<file path="config.mk">
export PLATFORM = sky130hd
export DESIGN_NAME = fifo_stream_framer_flat
export DESIGN_NICKNAME = d
export VERILOG_FILES = /design/src/rtl/fifo_stream_framer_if.sv /design/src/rtl/fifo_stream_framer.sv /design/src/flat_wrapper.sv
export SDC_FILE = /design/constraint.sdc
export NUM_CORES = 1
export LEC_CHECK = 0
export BUFFER_PORTS_ARGS = -buffer_cell sky130_fd_sc_hd__buf_2
export CELL_PAD_IN_SITES_DETAIL_PLACEMENT = 0
export CELL_PAD_IN_SITES_GLOBAL_PLACEMENT = 1
export CORE_ASPECT_RATIO = 1.4
export CORE_MARGIN = 1
export CORE_UTILIZATION = 42
export CTS_CLUSTER_DIAMETER = 60
export DETAILED_ROUTE_END_ITERATION = 10
export GPL_TIMING_DRIVEN = 0
export PLACE_DENSITY_LB_ADDON = 0.1
export SLEW_MARGIN = 20
export SYNTH_ARGS = -nofsm -noshare
export SYNTH_HDL_FRONTEND = slang
export SYNTH_SLANG_ARGS = --single-unit
</file>
<file path="constraint.sdc">
create_clock -name clk -period 2.9 [get_ports clk]
set_input_delay 0.29 -clock clk [delete_from_list [all_inputs] [get_ports clk]]
set_output_delay 0.29 -clock clk [all_outputs]
set_load 0.01 [all_outputs]
</file>
<file path="src/rtl/fifo_stream_framer_if.sv">
// Framer bus: show-ahead FIFO read port plus the valid/ready output stream.
// The master modport is the framer's view; slave is the surrounding system.
`timescale 1ns/1ps
interface fifo_stream_framer_if #(
  parameter int DATA_W = 8
);
  logic              fifo_rden;
  logic [DATA_W-1:0] fifo_rddata;
  logic              fifo_empty;
  logic              valid;
  logic [DATA_W-1:0] data;
  logic              last;
  logic              ready;

  modport master (
    output fifo_rden,
    input  fifo_rddata,
    input  fifo_empty,
    output valid,
    output data,
    output last,
    input  ready
  );

  modport slave (
    input  fifo_rden,
    output fifo_rddata,
    output fifo_empty,
    input  valid,
    input  data,
    input  last,
    output ready
  );
endinterface

</file>
<file path="src/rtl/fifo_stream_framer.sv">
// Drains a show-ahead FIFO into fixed-length valid/ready packets; a packet
// starved mid-way for TIMEOUT cycles is completed with PAD_WORD beats.
`timescale 1ns/1ps
module fifo_stream_framer #(
  parameter int                DATA_W   = 8,
  parameter int                PKT_LEN  = 16,
  parameter int                TIMEOUT  = 32,
  parameter logic [DATA_W-1:0] PAD_WORD = '0
) (
  input  logic                 clk,
  input  logic                 rstn,
  input  logic                 i_en,
  fifo_stream_framer_if.master bus,
  output logic                 o_padding,
  output logic                 o_pad_evt
);
  localparam int BW = (PKT_LEN > 1) ? $clog2(PKT_LEN) : 1;
  localparam int SW = $clog2(TIMEOUT + 2);
  localparam logic [BW-1:0] LAST_BEAT  = BW'(PKT_LEN - 1);
  localparam logic [SW-1:0] STARVE_LIM = SW'((TIMEOUT > 0) ? TIMEOUT - 1 : 0);
  localparam logic [SW-1:0] STARVE_MAX = '1;

  typedef enum logic [1:0] {S_IDLE, S_STREAM, S_PAD} state_t;

  state_t            r_state;
  state_t            w_state_next;
  logic [BW-1:0]     r_beat_cnt;
  logic [SW-1:0]     r_starve_cnt;
  logic              r_valid;
  logic              r_last;
  logic              r_pad_evt;
  logic [DATA_W-1:0] r_data;
  logic              w_slot_free;
  logic              w_load;
  logic              w_pop;
  logic              w_starved;
  logic              w_pkt_end;
  logic              w_enter_pad;

  assign w_slot_free = !r_valid | bus.ready;

  // rstn gates the load so the pop strobe is forced low while reset is held
  always_comb begin
    w_state_next = r_state;
    w_load       = 1'b0;
    w_pop        = 1'b0;
    w_starved    = 1'b0;
    w_enter_pad  = 1'b0;
    w_pkt_end    = (r_beat_cnt == LAST_BEAT);
    if (rstn && i_en && w_slot_free) begin
      if (r_state == S_PAD) begin
        w_load = 1'b1;
      end else begin
        w_load    = !bus.fifo_empty;
        w_pop     = !bus.fifo_empty;
        w_starved = bus.fifo_empty;
      end
    end
    case (r_state)
      S_IDLE: begin
        if (w_load) w_state_next = S_STREAM;
      end
      S_STREAM: begin
        if (w_load && w_pkt_end) begin
          w_state_next = S_IDLE;
        end else if (w_starved && (TIMEOUT != 0) && (r_starve_cnt == STARVE_LIM)) begin
          w_state_next = S_PAD;
          w_enter_pad  = 1'b1;
        end
      end
      S_PAD: begin
        if (w_load && w_pkt_end) w_state_next = S_IDLE;
      end
      default: w_state_next = S_IDLE;
    endcase
  end

  always_ff @(posedge clk or negedge rstn) begin
    if (!rstn) r_state <= S_IDLE;
    else       r_state <= w_state_next;
  end

  always_ff @(posedge clk or negedge rstn) begin
    if (!rstn) begin
      r_valid      <= 1'b0;
      r_data       <= '0;
      r_last       <= 1'b0;
      r_pad_evt    <= 1'b0;
      r_beat_cnt   <= '0;
      r_starve_cnt <= '0;
    end else begin
      r_pad_evt <= w_enter_pad;
      if (w_load) begin
        r_data     <= (r_state == S_PAD) ? PAD_WORD : bus.fifo_rddata;
        r_valid    <= 1'b1;
        r_last     <= w_pkt_end;
        r_beat_cnt <= w_pkt_end ? '0 : r_beat_cnt + 1'b1;
      end else if (i_en && w_slot_free) begin
        r_valid <= 1'b0;
      end
      // starvation only accrues mid-packet while the output slot could take a beat
      if (r_state != S_STREAM || w_pop) begin
        r_starve_cnt <= '0;
      end else if (w_starved && r_starve_cnt != STARVE_MAX) begin
        r_starve_cnt <= r_starve_cnt + 1'b1;
      end
    end
  end

  assign bus.fifo_rden = w_pop;
  assign bus.valid     = r_valid;
  assign bus.data      = r_data;
  assign bus.last      = r_last;
  assign o_padding     = (r_state == S_PAD);
  assign o_pad_evt     = r_pad_evt;
endmodule

</file>
<file path="src/flat_wrapper.sv">
// flat-port wrapper written by rule: the top's interface ports become plain ports
module fifo_stream_framer_flat 
#(
  parameter int                DATA_W   = 8,
  parameter int                PKT_LEN  = 16,
  parameter int                TIMEOUT  = 32,
  parameter logic [DATA_W-1:0] PAD_WORD = '0
)
  (clk, rstn, i_en, o_padding, o_pad_evt, bus_fifo_rden, bus_fifo_rddata, bus_fifo_empty, bus_valid, bus_data, bus_last, bus_ready);
  fifo_stream_framer_if #(.DATA_W(DATA_W)) bus_i ();
  input  logic clk;
  input  logic rstn;
  input  logic i_en;
  output logic o_padding;
  output logic o_pad_evt;
  output wire logic [$bits(bus_i.fifo_rden)-1:0] bus_fifo_rden;
  input wire logic [$bits(bus_i.fifo_rddata)-1:0] bus_fifo_rddata;
  input wire logic [$bits(bus_i.fifo_empty)-1:0] bus_fifo_empty;
  output wire logic [$bits(bus_i.valid)-1:0] bus_valid;
  output wire logic [$bits(bus_i.data)-1:0] bus_data;
  output wire logic [$bits(bus_i.last)-1:0] bus_last;
  input wire logic [$bits(bus_i.ready)-1:0] bus_ready;
  assign bus_fifo_rden = bus_i.fifo_rden;
  assign bus_i.fifo_rddata = bus_fifo_rddata;
  assign bus_i.fifo_empty = bus_fifo_empty;
  assign bus_valid = bus_i.valid;
  assign bus_data = bus_i.data;
  assign bus_last = bus_i.last;
  assign bus_i.ready = bus_ready;
  fifo_stream_framer #(.DATA_W(DATA_W), .PKT_LEN(PKT_LEN), .TIMEOUT(TIMEOUT), .PAD_WORD(PAD_WORD)) u_core (.clk(clk), .rstn(rstn), .i_en(i_en), .bus(bus_i), .o_padding(o_padding), .o_pad_evt(o_pad_evt));
endmodule
</file>
# After elaboration in Yosys (flattened, before gate mapping)
# Index checks and enable logic that the tools add are counted.
word_totals:
  register_bits: 23
  in_bits: 13
  output_inout_bits: 13
  word_cells: 52
op_classes:
  add_sub_neg: 2
  eq_ne: 9
  mux: 20
  n_bitwise: 1
  reduce_logical: 13
op_table:
  columns: ["op", "count"]
  rows:
  - ["two-way mux 6 bit", 2]
  - ["two-way mux 1 bit", 11]
  - ["two-way mux 2 bit", 4]
  - ["two-way mux 8 bit", 1]
  - ["adder 6 x 1 -> 6 bit, second input constant", 1]
  - ["equality test 6 x 5 -> 1 bit, second input constant", 1]
  - ["logical AND 1 bit", 6]
  - ["!= test 2 x 1 -> 1 bit, second input constant", 3]
  - ["!= test 6 bit, second input constant", 1]
  - ["one-hot mux 2 bit (3 select lines)", 1]
  - ["adder 4 x 1 -> 4 bit, second input constant", 1]
  - ["equality test 4 bit, second input constant", 1]
  - ["two-way mux 4 bit", 1]
  - ["nonzero test 2 bit", 2]
  - ["!= test 3 x 1 -> 1 bit, second input constant", 1]
  - ["AND reduction 3 bit", 1]
  - ["equality test 2 x 1 -> 1 bit, second input constant", 1]
  - ["equality test 2 bit, second input constant", 1]
  - ["zero test 1 bit", 2]
  - ["zero test 2 bit", 1]
  - ["logical OR 1 bit", 1]
  - ["OR 1 bit", 1]

# Depth between registers and ports, before layout
depth:
  depth_word: 8
  depth_mapped: 6
  ltp_nobuf: 5

# Worst setup path before layout
# No wires, ideal clock.
synth_path:
  path_kind: "register to register"
  from: "register u_core.r_starve_cnt[0]"
  to: "register u_core.r_starve_cnt[3]"
  setup_time_ps: 77
  t_arrival_ps: 1499
  t_required_ps: 2823
  slack_ps: 1323
  stages_incl_launch_ff: 6
  n_path_buf: 1
  synth_period_minus_slack_ps: 1577
  path_cell_list: "dfrtp_1 -> ha_1 -> and3_1 -> buf_6 -> or4_1 -> a21oi_1"
synth_via:
  elab_chain_cells: 3
  word_cells_on_any_way: 6
  cone_classes: "add/sub (1); eq/ne (1); mux (2); reduce/logical (2)"
synth_rtl:
  columns: ["element", "line_no", "source"]
  rows:
  - ["start, declared", "fifo_stream_framer.sv:28", "logic [SW-1:0] r_starve_cnt;"]
  - ["start signal, assigned", "fifo_stream_framer.sv:105", "r_starve_cnt <= r_starve_cnt + 1'b1;"]
  - ["adder 6 x 1 -> 6 bit / != test 6 bit (equally long branches)", "fifo_stream_framer.sv:105, fifo_stream_framer.sv:104", null]
  - ["two-way mux 6 bit / logical AND 1 bit (equally long branches)", "fifo_stream_framer.sv:104", "end else if (w_starved && r_starve_cnt != STARVE_MAX) begin"]
  - ["two-way mux 6 bit / nonzero test 2 bit (equally long branches)", null, null]
# Several ways; a longest one is shown, not always the timed one. The select of a mux whose other input is x is not followed.
# A chain may end at the register's enable or synchronous reset.

# Final worst setup path
layout_path:
  from: "input port rstn"
  to: "output port bus_fifo_rden"
layout_via:
  elab_chain_cells: 3
layout_rtl:
  columns: ["element", "line_no", "source"]
  rows:
  - ["start, declared", "flat_wrapper.sv:12", "input logic rstn;"]
  - ["logical AND 1 bit (2 in series)", "fifo_stream_framer.sv:50", "if (rstn && i_en && w_slot_free) begin"]
  - ["two-way mux 1 bit", "fifo_stream_framer.sv:50", null]
  - ["end, declared", "flat_wrapper.sv:16", "output wire logic [$bits(bus_i.fifo_rden)-1:0] bus_fifo_rden;"]
# No other way between the ends.

==> results.cfg <==
[logic_synthesis]
synth_seq_area_share = 0.5399
ys.warnings.count = 0
syn-cell-area_mm2 = 0.001066
synth.distinct_cells = 32
syn_area_per_cell_um2 = 10.88
ys_ff_latch = 23
synthFlopType = dfrtp_1
netlist_instances = 98
synth_edf_count = 0
synth.net_count = 113
async_flop_share = 1.000

[floorplan]
core_mm2 = 0.002391
floorplan.die_area_mm2 = 0.002747
io_pins = 26
fp.dieH_um = 61.61
initial_core_util = 0.4458
rows = 21
die_w_um = 44.58

[grt]
grt_pass1_vias = 801
antenna_found_initial = 0
grt_overflow_total = 0
grt_start_max_net_pins = 25
grt_pass1_wl_um = 3601
grt_usage = 0.1809

[sta]
worst_pin_slew_ns = 0.6048
rsz0062_at_grt = false
fin_crit_sh = 0.9190
report.final.slew_viol_count = 0
clock.fmax_mhz = 375.2
finalSetupViolCount = 0
final_hold_viol_count = 0
min_period_ns = 2.665
hold-worst-slack_ns = 0.2010
fin_tns_setup_ns = 0
slew_headroom = 0.5953
finalClockSkew_ns = 0.003893

[setup_path]
cp_num_cells = 6
rr_worst_depth = 5
crit_buf_inv = 3
crit_required_ns = 2.61
crit_top_cell = buf_2
slowest_delay_ns = 0.52
critPathLaunchType = input port
crit_type = in -> out
crit_path_end_kind = output port
path_delay_family = buffers and inverters
worstPathCellList = dlygate4sd3_1 -> buf_2 -> and2_1 -> nand3_1 -> nor2_1 -> buf_2
critPathSlowestCell = dlygate4sd3_1
crit_arrival_ns = 2.37
cp_max_fo = 24

[power_and_ir_drop]
ir_worst_vdd_v = 0.0003522
power.total_mw = 0.6998
p_leak_nw = 0.6295
power-per-cell-area_mw_per_mm2 = 550.5

[routing]
wl_per_cell_um = 13.18
viasPerCell = 5.364
drt_iter0_markers = 11
drt-pass1-iter-count = 4
vias = 869
wirelength_um = 2135
postRouteAntennaNets = 0
drc_errors = 0

[layout]
seq_area_um2 = 575.6
fillers = 233
multi_input_comb_area_um2 = 454.2
area_growth_pct = 19.25
final_layout_size_suffix_gt1_frac = 0.2656
antenna_cells = 0
fin_area_mm2 = 0.001271
final_nets = 144
instances_no_fill = 162

[cts]
cts_sinks = 23
cts_tree = yes
cts_made_buffers = 3
htreeDepth = 1
clock_latency_ns = 0.30
clk_pin_slew_ns = 0.12
post_cts_buffers = 0
root_buffer = clkbuf_4
clockBufferDepth = 2

[placement]
gp_congestion = 0.7717
place_inst = 157
hpwlAfterDp_um = 1604
port_buffers = 25
place_area_mm2 = 0.001234

[hold_path]
hold_class = in -> reg
hold_depth = 2

[outcome]
status = completed

[job]
cap_viol_max_count = 0
## report_power, final
group	internal [mW]	switching, mW
sequential	0.372	0.0437
combinational	0.0696	0.0724
clock	0.0514	0.0908
## sequential cells by signal (all words and copies together) (netlist names)
signal and count:
u_core.r_beat_cnt 4, u_core.o_pad_evt 1, u_core.bus.valid 1, u_core.bus.data 8, u_core.r_starve_cnt 6, u_core.bus.last 1, u_core.r_state 2
## path summary, 6_finish.rpt
path / start / to / slack [ns]
max: rstn / bus_fifo_rden / 0.24
min: bus_fifo_rddata[5] / u_core.bus.data[5] / 0.20
max reg2reg: u_core.r_starve_cnt[0] / u_core.r_starve_cnt[3] / 1.21
min reg2reg: u_core.bus.last / u_core.bus.last / 0.50
max in group asynchronous: rstn / u_core.r_beat_cnt[0] / 2.07
min in group asynchronous: rstn / u_core.r_starve_cnt[0] / 0.48
## placed cells by master, fill, tap and decap left out
master	netlist	layout
a41oi_1	1	1
a21oi_1	6	6
o21ai_0	5	5
ha_1	2	2
a31o_2	1	1
nand2_1	8	8
or4_1	2	2
a22o_1	8	8
buf_6	1	1
nor3_1	2	2
dlygate4sd3_1	0	1
clkinv_2	0	1
nor2_1	1	1
a21o_1	2	2
or3_1	3	3
nand2b_1	3	3
nand4_1	2	2
nor4b_1	1	1
clkbuf_4	0	3
inv_1	4	4
o32ai_1	1	1
and3_1	3	3
nand3_1	5	5
buf_2	2	27
o211a_1	1	1
nor4_2	1	1
and2_1	1	1
xnor2_1	1	1
o41ai_1	1	1
nand3b_1	1	1
o211ai_1	1	1
a2bb2oi_1	1	1
dfrtp_1	23	23
o31ai_1	3	3
and4_1	1	1
## metal layers
| metal | routed length, um | vias up | track usage | share of wire |
|---|---|---|---|---|
| met1 | 931 | 422 | 0.2270 | 0.44 |
| met5 | 0 | - | 0 | 0 |
| li1 | - | 432 | - | - |
| met4 | 21 | 0 | 0.07792 | 0.0098 |
| met3 | 62 | 2 | 0.01760 | 0.029 |
| met2 | 1119 | 13 | 0.3151 | 0.52 |
## kinds of logic (layout without fill, tap and decap cells)
| family | Yosys count | after routing | share of synthesized area |
|---|---|---|---|
| AND/OR/NAND/NOR | 34 | 34 | 0.1843 |
| AO/OA/AOI/OAI | 31 | 31 | 0.2101 |
| flip-flops | 23 | 23 | 0.5399 |
| buffers and inverters | 7 | 37 | 0.03403 |
| adder cells (fa/ha/maj) | 2 | 2 | 0.02347 |
| XOR/XNOR | 1 | 1 | 0.008217 |
## Yosys cell counts, drive strengths merged, types with 3 or more instances
library cell,n,share of area
and3,3,0.018
a21oi,6,0.028
buf,3,0.020
dfrtp,23,0.54
o21ai,5,0.023
nand3,5,0.023
inv,4,0.014
or3,3,0.018
a22o,8,0.066
nand2b,3,0.018
o31ai,3,0.021
nand2,8,0.028
## through the flow
step	worst slack, ns	utilization
2_1_floorplan	1.323	-
3_3_place_gp	0.7420	0.5160
3_5_place_dp	0.7257	0.5160
4_1_cts	0.1787	0.5317
5_1_grt	0.03593	0.5317
6_report	0.2350	0.5317
## timing repair
action                                  in CTS  in global routing
hold buffers                                 1                  0
endpoints found under the setup margin       0                  0
hold endpoints to repair                    23                  0
resized for setup                            0                  0
## cell type report
class	count	share of cell area
plain buffers	3	0.01673
clock buffers	3	0.01772
clock inverters	1	0.003937
inverters	4	0.01181
multi-input cells	68	0.3573
flip-flops and latches	23	0.4528
well taps	34	0.03346
repair buffers	26	0.1063
Note: power is estimated with default switching activity, not from simulation.
